`src/rtl/cam_capture_ctrl.sv`:
```
// Camera capture controller: arms on a start request, enables the capture
// block from the next camera vsync, checks the AXIS video beat framing
// (tuser at start of frame, tlast at end of line), counts good frames and
// resynchronises to vsync whenever a frame is malformed.
module cam_capture_ctrl #(
    parameter int X_RES = 640,
    parameter int Y_RES = 480
) (
    input  logic        i_sysclk,
    input  logic        i_resetn,
    input  logic        i_start,
    input  logic        i_stop,
    input  logic        i_mode,
    input  logic        i_vsync,
    input  logic        i_tvalid,
    input  logic        i_tready,
    input  logic        i_tuser,
    input  logic        i_tlast,
    output logic        o_cap_enable,
    output logic        o_busy,
    output logic        o_frame_done,
    output logic        o_frame_err,
    output logic        o_err_sticky,
    output logic [15:0] o_frame_count
);

    localparam int PIX_W  = (X_RES > 1) ? $clog2(X_RES) : 1;
    localparam int LINE_W = (Y_RES > 1) ? $clog2(Y_RES) : 1;
    localparam logic [PIX_W-1:0]  PIX_LAST  = PIX_W'(X_RES - 1);
    localparam logic [LINE_W-1:0] LINE_LAST = LINE_W'(Y_RES - 1);

    typedef enum logic [1:0] {
        IDLE,
        ARM,
        ACTIVE,
        DRAIN
    } state_t;

    state_t             state_q, state_d;
    logic               mode_q, mode_d;          // 1 = continuous capture
    logic               stop_q, stop_d;          // stop requested during a frame
    logic               in_frame_q, in_frame_d;  // a vsync has opened the current frame
    logic [PIX_W-1:0]   pix_q, pix_d;
    logic [LINE_W-1:0]  line_q, line_d;
    logic               done_q, done_d;
    logic               err_q, err_d;
    logic               sticky_q, sticky_d;
    logic [15:0]        count_q, count_d;

    logic               vs_meta, vs_sync, vs_prev;
    logic               vs_rise;
    logic               beat;
    logic               beat_bad;
    logic               pix_last;
    logic               line_last;

    // Bring the asynchronous vsync into the clock domain and keep one more
    // stage of history so its rising edge can be detected.
    // NOTE: sequential state uses non-blocking assignments so every flop
    // samples the pre-edge value of its neighbours, as real flops do.
    always_ff @(posedge i_sysclk) begin
        if (!i_resetn) begin
            vs_meta <= 1'b0;
            vs_sync <= 1'b0;
            vs_prev <= 1'b0;
        end else begin
            vs_meta <= i_vsync;
            vs_sync <= vs_meta;
            vs_prev <= vs_sync;
        end
    end

    assign vs_rise   = vs_sync & ~vs_prev;
    assign beat      = i_tvalid & i_tready;
    assign pix_last  = (pix_q == PIX_LAST);
    assign line_last = (line_q == LINE_LAST);
    // Framing markers must appear exactly where expected: a missing marker is
    // as much a framing fault as a stray one.
    assign beat_bad  = (i_tuser != ((pix_q == '0) && (line_q == '0))) ||
                       (i_tlast != pix_last);

    // State register and all controller bookkeeping.
    always_ff @(posedge i_sysclk) begin
        if (!i_resetn) begin
            state_q    <= IDLE;
            mode_q     <= 1'b0;
            stop_q     <= 1'b0;
            in_frame_q <= 1'b0;
            pix_q      <= '0;
            line_q     <= '0;
            done_q     <= 1'b0;
            err_q      <= 1'b0;
            sticky_q   <= 1'b0;
            count_q    <= '0;
        end else begin
            state_q    <= state_d;
            mode_q     <= mode_d;
            stop_q     <= stop_d;
            in_frame_q <= in_frame_d;
            pix_q      <= pix_d;
            line_q     <= line_d;
            done_q     <= done_d;
            err_q      <= err_d;
            sticky_q   <= sticky_d;
            count_q    <= count_d;
        end
    end

    // Next-state logic: sequencing, beat counting, framing checks.
    // NOTE: every signal gets a default at the top of the block so no path
    // leaves it unassigned, which would otherwise infer a latch.
    always_comb begin
        state_d    = state_q;
        mode_d     = mode_q;
        stop_d     = stop_q;
        in_frame_d = in_frame_q;
        pix_d      = pix_q;
        line_d     = line_q;
        done_d     = 1'b0;
        err_d      = 1'b0;
        sticky_d   = sticky_q;
        count_d    = count_q;

        unique case (state_q)
            IDLE: begin
                stop_d     = 1'b0;
                in_frame_d = 1'b0;
                pix_d      = '0;
                line_d     = '0;
                // A start together with a stop is treated as contradictory.
                if (i_start && !i_stop) begin
                    state_d  = ARM;
                    mode_d   = i_mode;
                    sticky_d = 1'b0;
                end
            end

            ARM: begin
                if (i_stop) begin
                    state_d = IDLE;
                end else if (vs_rise) begin
                    state_d    = ACTIVE;
                    in_frame_d = 1'b1;
                    pix_d      = '0;
                    line_d     = '0;
                end
            end

            ACTIVE: begin
                if (i_stop) begin
                    stop_d = 1'b1;
                end
                if (!in_frame_q) begin
                    // Between frames in continuous mode: wait for the next vsync.
                    if (vs_rise) begin
                        in_frame_d = 1'b1;
                        pix_d      = '0;
                        line_d     = '0;
                    end else if (beat) begin
                        err_d    = 1'b1;
                        sticky_d = 1'b1;
                        state_d  = ARM;
                    end else if (stop_q || i_stop) begin
                        state_d = DRAIN;
                    end
                end else if (vs_rise || (beat && beat_bad)) begin
                    // Short frame or broken framing: drop the frame and resync.
                    err_d      = 1'b1;
                    sticky_d   = 1'b1;
                    in_frame_d = 1'b0;
                    pix_d      = '0;
                    line_d     = '0;
                    state_d    = ARM;
                end else if (beat) begin
                    if (pix_last && line_last) begin
                        done_d     = 1'b1;
                        count_d    = count_q + 16'd1;
                        in_frame_d = 1'b0;
                        pix_d      = '0;
                        line_d     = '0;
                        if (!mode_q || stop_q || i_stop) begin
                            state_d = DRAIN;
                        end
                    end else if (pix_last) begin
                        pix_d  = '0;
                        line_d = line_q + LINE_W'(1);
                    end else begin
                        pix_d = pix_q + PIX_W'(1);
                    end
                end
            end

            DRAIN: begin
                state_d = IDLE;
            end

            default: begin
                state_d = IDLE;
            end
        endcase
    end

    assign o_cap_enable  = (state_q == ACTIVE);
    assign o_busy        = (state_q != IDLE);
    assign o_frame_done  = done_q;
    assign o_frame_err   = err_q;
    assign o_err_sticky  = sticky_q;
    assign o_frame_count = count_q;

endmodule

```
`config.mk`:
```
export PLATFORM = sky130hd
export DESIGN_NAME = cam_capture_ctrl
export DESIGN_NICKNAME = d
export VERILOG_FILES = /design/src/rtl/cam_capture_ctrl.sv
export SDC_FILE = /design/constraint.sdc
export NUM_CORES = 1
export LEC_CHECK = 0
export CAP_MARGIN = 20
export CORE_MARGIN = 5
export CORE_UTILIZATION = 45
export CTS_BUF_LIST = sky130_fd_sc_hd__clkbuf_16
export CTS_CLUSTER_SIZE = 8
export DETAILED_ROUTE_END_ITERATION = 12
export GPL_TIMING_DRIVEN = 0
export PLACE_DENSITY = 0.66
export RECOVER_POWER = 50
export SKIP_LAST_GASP = 1
export SYNTH_ARGS = -nofsm -noshare
export SYNTH_HDL_FRONTEND = slang
export SYNTH_SLANG_ARGS = --single-unit
export TNS_END_PERCENT = 30
```
`constraint.sdc`:
```
create_clock -name i_sysclk -period 3.5 [get_ports i_sysclk]
set_clock_uncertainty 0.05 [all_clocks]
set_input_delay 0.7 -clock i_sysclk [delete_from_list [all_inputs] [get_ports i_sysclk]]
set_output_delay 0.7 -clock i_sysclk [all_outputs]
set_load 0.02 [all_outputs]
```
## After elaboration in Yosys (flattened, before gate mapping)

Cells that the tools add are included.

- Add/subtract/negate cells: 3
- Equality and inequality tests: 20
- Muxes and demuxes: 49
- Bitwise operators: 8
- Reductions and logical operators: 27

Operator list:

| cell | count |
|---|---|
| 10-bit two-way mux | 7 |
| 9-bit two-way mux | 7 |
| 10-bit one-hot mux with 3 select lines | 1 |
| 9-bit one-hot mux with 3 select lines | 1 |
| 2-bit two-way mux | 11 |
| 1-bit two-way mux | 18 |
| 16-bit by 1-bit adder with 16-bit output (second input constant) | 1 |
| 4-bit by 2-bit inequality test with 1-bit output (second input constant) | 3 |
| 10-bit by 1-bit adder with 10-bit output (second input constant) | 1 |
| 10-bit equality test (second input constant) | 1 |
| 10-bit zero test | 1 |
| 5-bit AND reduction | 2 |
| 9-bit by 1-bit adder with 9-bit output (second input constant) | 1 |
| 9-bit equality test (second input constant) | 1 |
| 9-bit zero test | 1 |
| 2-bit inequality test (second input constant) | 4 |
| 2-bit one-hot mux with 4 select lines | 1 |
| 7-bit AND reduction | 1 |
| 3-bit inequality test (second input constant) | 2 |
| 1-bit inverter | 6 |
| 2-bit AND reduction | 3 |
| 3-bit AND reduction | 2 |
| 1-bit logical OR | 5 |
| 5-bit by 2-bit inequality test with 1-bit output (second input constant) | 1 |
| 16 further kinds | 25 |

- Register bits after elaboration: 46
- Word-level logic and storage cells: 120

## Depth between registers and ports, before layout

- Depth in word-level cells: 9
- Depth in mapped cells: 11

## Worst setup path after synthesis

Ideal clock, no wire load.

- Kind: reg-to-reg
- Start: register state_q[0]
- End: register line_q[5]
- Library setup time: 122 ps
- Arrival: 2496 ps
- Data required time: 3328 ps
- Slack: 833 ps
- Stages on the path, launching flop included: 10
- Buffers on the path: 1
- Period minus slack after synthesis: 2667 ps
- Cell sequence: dfxtp_1 inv_1 ha_1 clkbuf_1 and3_1 nor2b_1 nor4b_4 nor2_2 a21bo_1 a221o_1

- Cells in the longest elaborated chain, start to end: 3
- Elaborated cells between the ends (all ways): 9

Ends and longest elaborated chain:

| what | RTL line | text |
|---|---|---|
| start, declared | 39 | `state_t state_q, state_d;` |
| start signal, assigned | 96 | `state_q <= state_d;` |
| 2-bit equality test * | - |  |
| named net o_cap_enable | 19 | `output logic o_cap_enable,` |
| 5-bit by 2-bit inequality test with 1-bit output (no source line), or another cell as far along | - |  |
| 4-bit AND reduction (no source line) | - |  |
| end signal, assigned | 101 | `line_q <= line_d;` |
| end, declared | 44 | `logic [LINE_W-1:0] line_q, line_d;` |

Mark *: on every way through the listed nets, which the timed path passes. The rest lies on a longest branch.
A chain may end at the register's enable or synchronous reset.

## Worst setup path in the final report

- Start: input port i_stop
- End: register line_q[6]

- Cells in the longest elaborated chain, start to end: 2

Ends and longest elaborated chain:

| what | RTL line | text |
|---|---|---|
| start, declared | 12 | `input logic i_stop,` |
| 2-bit inequality test (no source line) | - |  |
| 4-bit AND reduction (no source line) | - |  |

No other way between the ends.

==> flow_summary_export.csv <==
group,metric,value,unit
synthesis,syn-cell-area,0.00265,sq mm
hold_path,min_to,"vs_sync$_SDFF_PN0_",
sta,slew_violations,0,
hold_path,worstHoldPathType,"reg -> reg",
routing,drt_first_iter_violations,138,
synthesis,synth-compound-area-share,17.4,%
critical_path,start_kind,"input pin",
clock_tree,root_buffer,"clkbuf_16",
synthesis,synth_mux_area_share,1.13,%
global_routing,grt_pass1_vias,2238,
synthesis,yosys.cell_types.count,56,
synthesis,avgSynthCellArea,8.28,sq um
synthesis,synth-main-ff-cell,"dfxtp_1",
floorplan,die_x,86.7,um
synthesis,synth-adder-area-share,4.25,%
sta,finalCriticalPeriod,3.07,ns
critical_path,crit_type,"in -> reg",
sta,maxSlewHeadroom,45.5,%
synthesis,yosysSeqAreaShare,34.7,%
floorplan,core_area,0.00582,sq mm
synthesis,synth_nets,339,
sta,tightest_slew,0.816,ns
sta,rsz0062_at_grt,"false",
sta,finalSetupViolCount,0,
synthesis,synth-simple-area-share,32.4,%
clock_tree,ctsResizeCount,0,
clock_tree,ctsHoldBuffers,0,
sta,finalHoldViolations,0,
hold_path,hold_start,"vs_meta$_SDFF_PN0_",
critical_path,r2r-end,"line_q[5]$_SDFFE_PN0P_",
routing,viasPerCell,5.71,
floorplan,boundaryPins,31,
synthesis,yosys-top-cells-area,"dfxtp_1, nor2_1, ha_1, nand2_1, and3_1",
hold_path,worstHoldPathCells,1,
job,maxCapViolCount,0,
critical_path,end_kind,"flip-flop",
sta,finalCritPeriodShare,87.6,%
clock_tree,cts_max_level,2,
power_and_ir_drop,power.density,362,mW/mm^2
routing,drt-wirelength-per-cell,15.1,um
clock_tree,cts_buffers,5,
power_and_ir_drop,p_leak,1.24,nW
clock_tree,clk_latency,0.29,ns
floorplan,initial_core_util,45.6,%
critical_path,r2r_slack,0.46,ns
clock_tree,cts_setup_buffers,0,
status,outcome,"completed",
final_layout,layout.nets,376,
clock_tree,cts.clk_slew.worst_paths,0.07,ns
synthesis,synthArstFlopShare,0,%
synthesis,synthTopCellsByCount,"dfxtp_1, nor2_1, nand2_1",
routing,wirelength,6540,um
routing,first_pass_iters,4,
clock_tree,clock_sinks,46,
critical_path,required,3.67,ns
routing,drc,0,
floorplan,rows,28,
clock_tree,cts_tree,"done",
synthesis,synth_enable_flop_cells,0,
sta,max_freq,326,MHz
sta,whs,0.395,ns
global_routing,antenna_found_initial,0,
placement,dp_hpwl,4800,um
placement,gp_congestion,0.869,
final_layout,final_layout_size_suffix_gt1_share,5.31,%
global_routing,grt.overflow.total,0,
synthesis,yosys_warnings,0,
final_layout,num_antenna_cells,0,
synthesis,synth_top_area_share,34.7,%
synthesis,synth_top_area_cell,"dfxtp_1",
global_routing,grt_use_total,18.2,%
sta,setup_tns,0,ns
floorplan,die_h,86.7,um
power_and_ir_drop,peakVddDrop,254,uV
synthesis,synth.most_common_cell,"dfxtp_1",
synthesis,ys_ff_latch,46,
critical_path,crit_arrival,3.24,ns
routing,antenna_left,0,
clock_tree,clock_path_buffers,2,
final_layout,syn_to_final_growth,19.7,%
synthesis,synth_top_family_by_area,"simple AND/OR/NAND/NOR gates",
floorplan,die-area,0.00752,sq mm
critical_path,r2r_start,"state_q[0]$_SDFFE_PN0P_",
critical_path,rr_worst_depth,9,
critical_path,startpoint,"i_stop",
placement,port_buffers,30,
routing,vias,2471,
synthesis,syn_inst,320,
global_routing,grt_max_degree,16,
critical_path,path_max_fanout,10,
global_routing,grt_pass1_wl,11000,um
synthesis,synthXorXnorAreaFrac,5.62,%
final cells by class:
class / count / area (sq um)
clock inverter: 3 / 21.3
multi-input combinational: 249 / 1600
clock buffer: 5 / 125
inverter: 15 / 56.3
timing repair buffer: 30 / 300
fill: 592 / 2640
buffer: 10 / 52.6
tap: 75 / 93.8
sequential: 46 / 921
sequential cells by signal (all words and copies together), names as in the netlist, 2 cells and up:
| register | flops |
|---|---|
| o_frame_count | 16 |
| pix_q | 10 |
| line_q | 9 |
| state_q | 2 |
worst max path at each step:
| stage | to | slack, ns |
|---|---|---|
| floorplan | line_q[5]$_SDFFE_PN0P_ | 0.83 |
| global placement | line_q[6]$_SDFFE_PN0P_ | 0.19 |
| detailed placement | line_q[6]$_SDFFE_PN0P_ | 0.18 |
| CTS | line_q[5]$_SDFFE_PN0P_ | 0.47 |
| global route | o_frame_count[6]$_SDFFE_PN0P_ | 0.13 |
| finish | line_q[6]$_SDFFE_PN0P_ | 0.43 |
through the flow:
step                cell area, sq um  setup slack (ns)  std cells  utilization (%)  power, mW
floorplan                       2650             0.833        320                -      0.636
global placement                3040             0.188        425             52.3      0.684
detailed placement              3040             0.177        425             52.3      0.684
CTS                             3190             0.471        433             54.9       1.16
global route                    3170             0.133        433             54.5       1.20
finish                          3170             0.433        433             54.5       1.15
cell families after synthesis:
| family | Yosys count |
|---|---|
| AND/OR/NAND/NOR | 150 |
| AO/OA/AOI/OAI | 70 |
| multiplexers | 3 |
| buffers and inverters | 25 |
| flip-flops | 46 |
| adder cells (fa/ha/maj) | 9 |
| XOR/XNOR | 17 |
placed cells by master, fill, tap and decap left out, drive strengths merged, types with 4 or more instances in the layout:
cell | synthesis | layout
clkbuf | 6 | 12
a31oi | 5 | 5
o21ai | 17 | 17
inv | 15 | 15
a21oi | 18 | 18
and2 | 7 | 7
clkdlybuf4s50 | 0 | 7
dfxtp | 46 | 46
nand4 | 13 | 13
dlygate4sd3 | 0 | 23
xor2 | 10 | 10
nand3 | 13 | 13
xnor2 | 7 | 7
or3 | 4 | 4
nand3b | 5 | 5
nor4 | 13 | 13
nand2 | 28 | 28
nor3 | 7 | 7
ha | 9 | 9
nor2 | 32 | 32
and3 | 16 | 16
worst max-delay path: stages:
cell and delay, ns:
clkdlybuf4s50_1 0.54, a21oi_1 0.24, a21boi_1 0.70, nand3_1 0.32, nor4_4 0.43, a41oi_1 0.16
a31oi_1 0.15
layer usage:
layer	part of all wire [%]	up-vias	GRT usage, %
met5	0	-	0
met4	1.9	0	5.95
met3	5.8	16	3.80
met2	46	67	29.4
met1	47	1141	24.2
li1	-	1247	-
power breakdown:
part           switching (mW)  internal (mW)
sequential            0.00440          0.529
clock                   0.212          0.265
combinational          0.0894         0.0503
total                   0.306          0.844
Note: power is estimated with default switching activity, not from simulation.
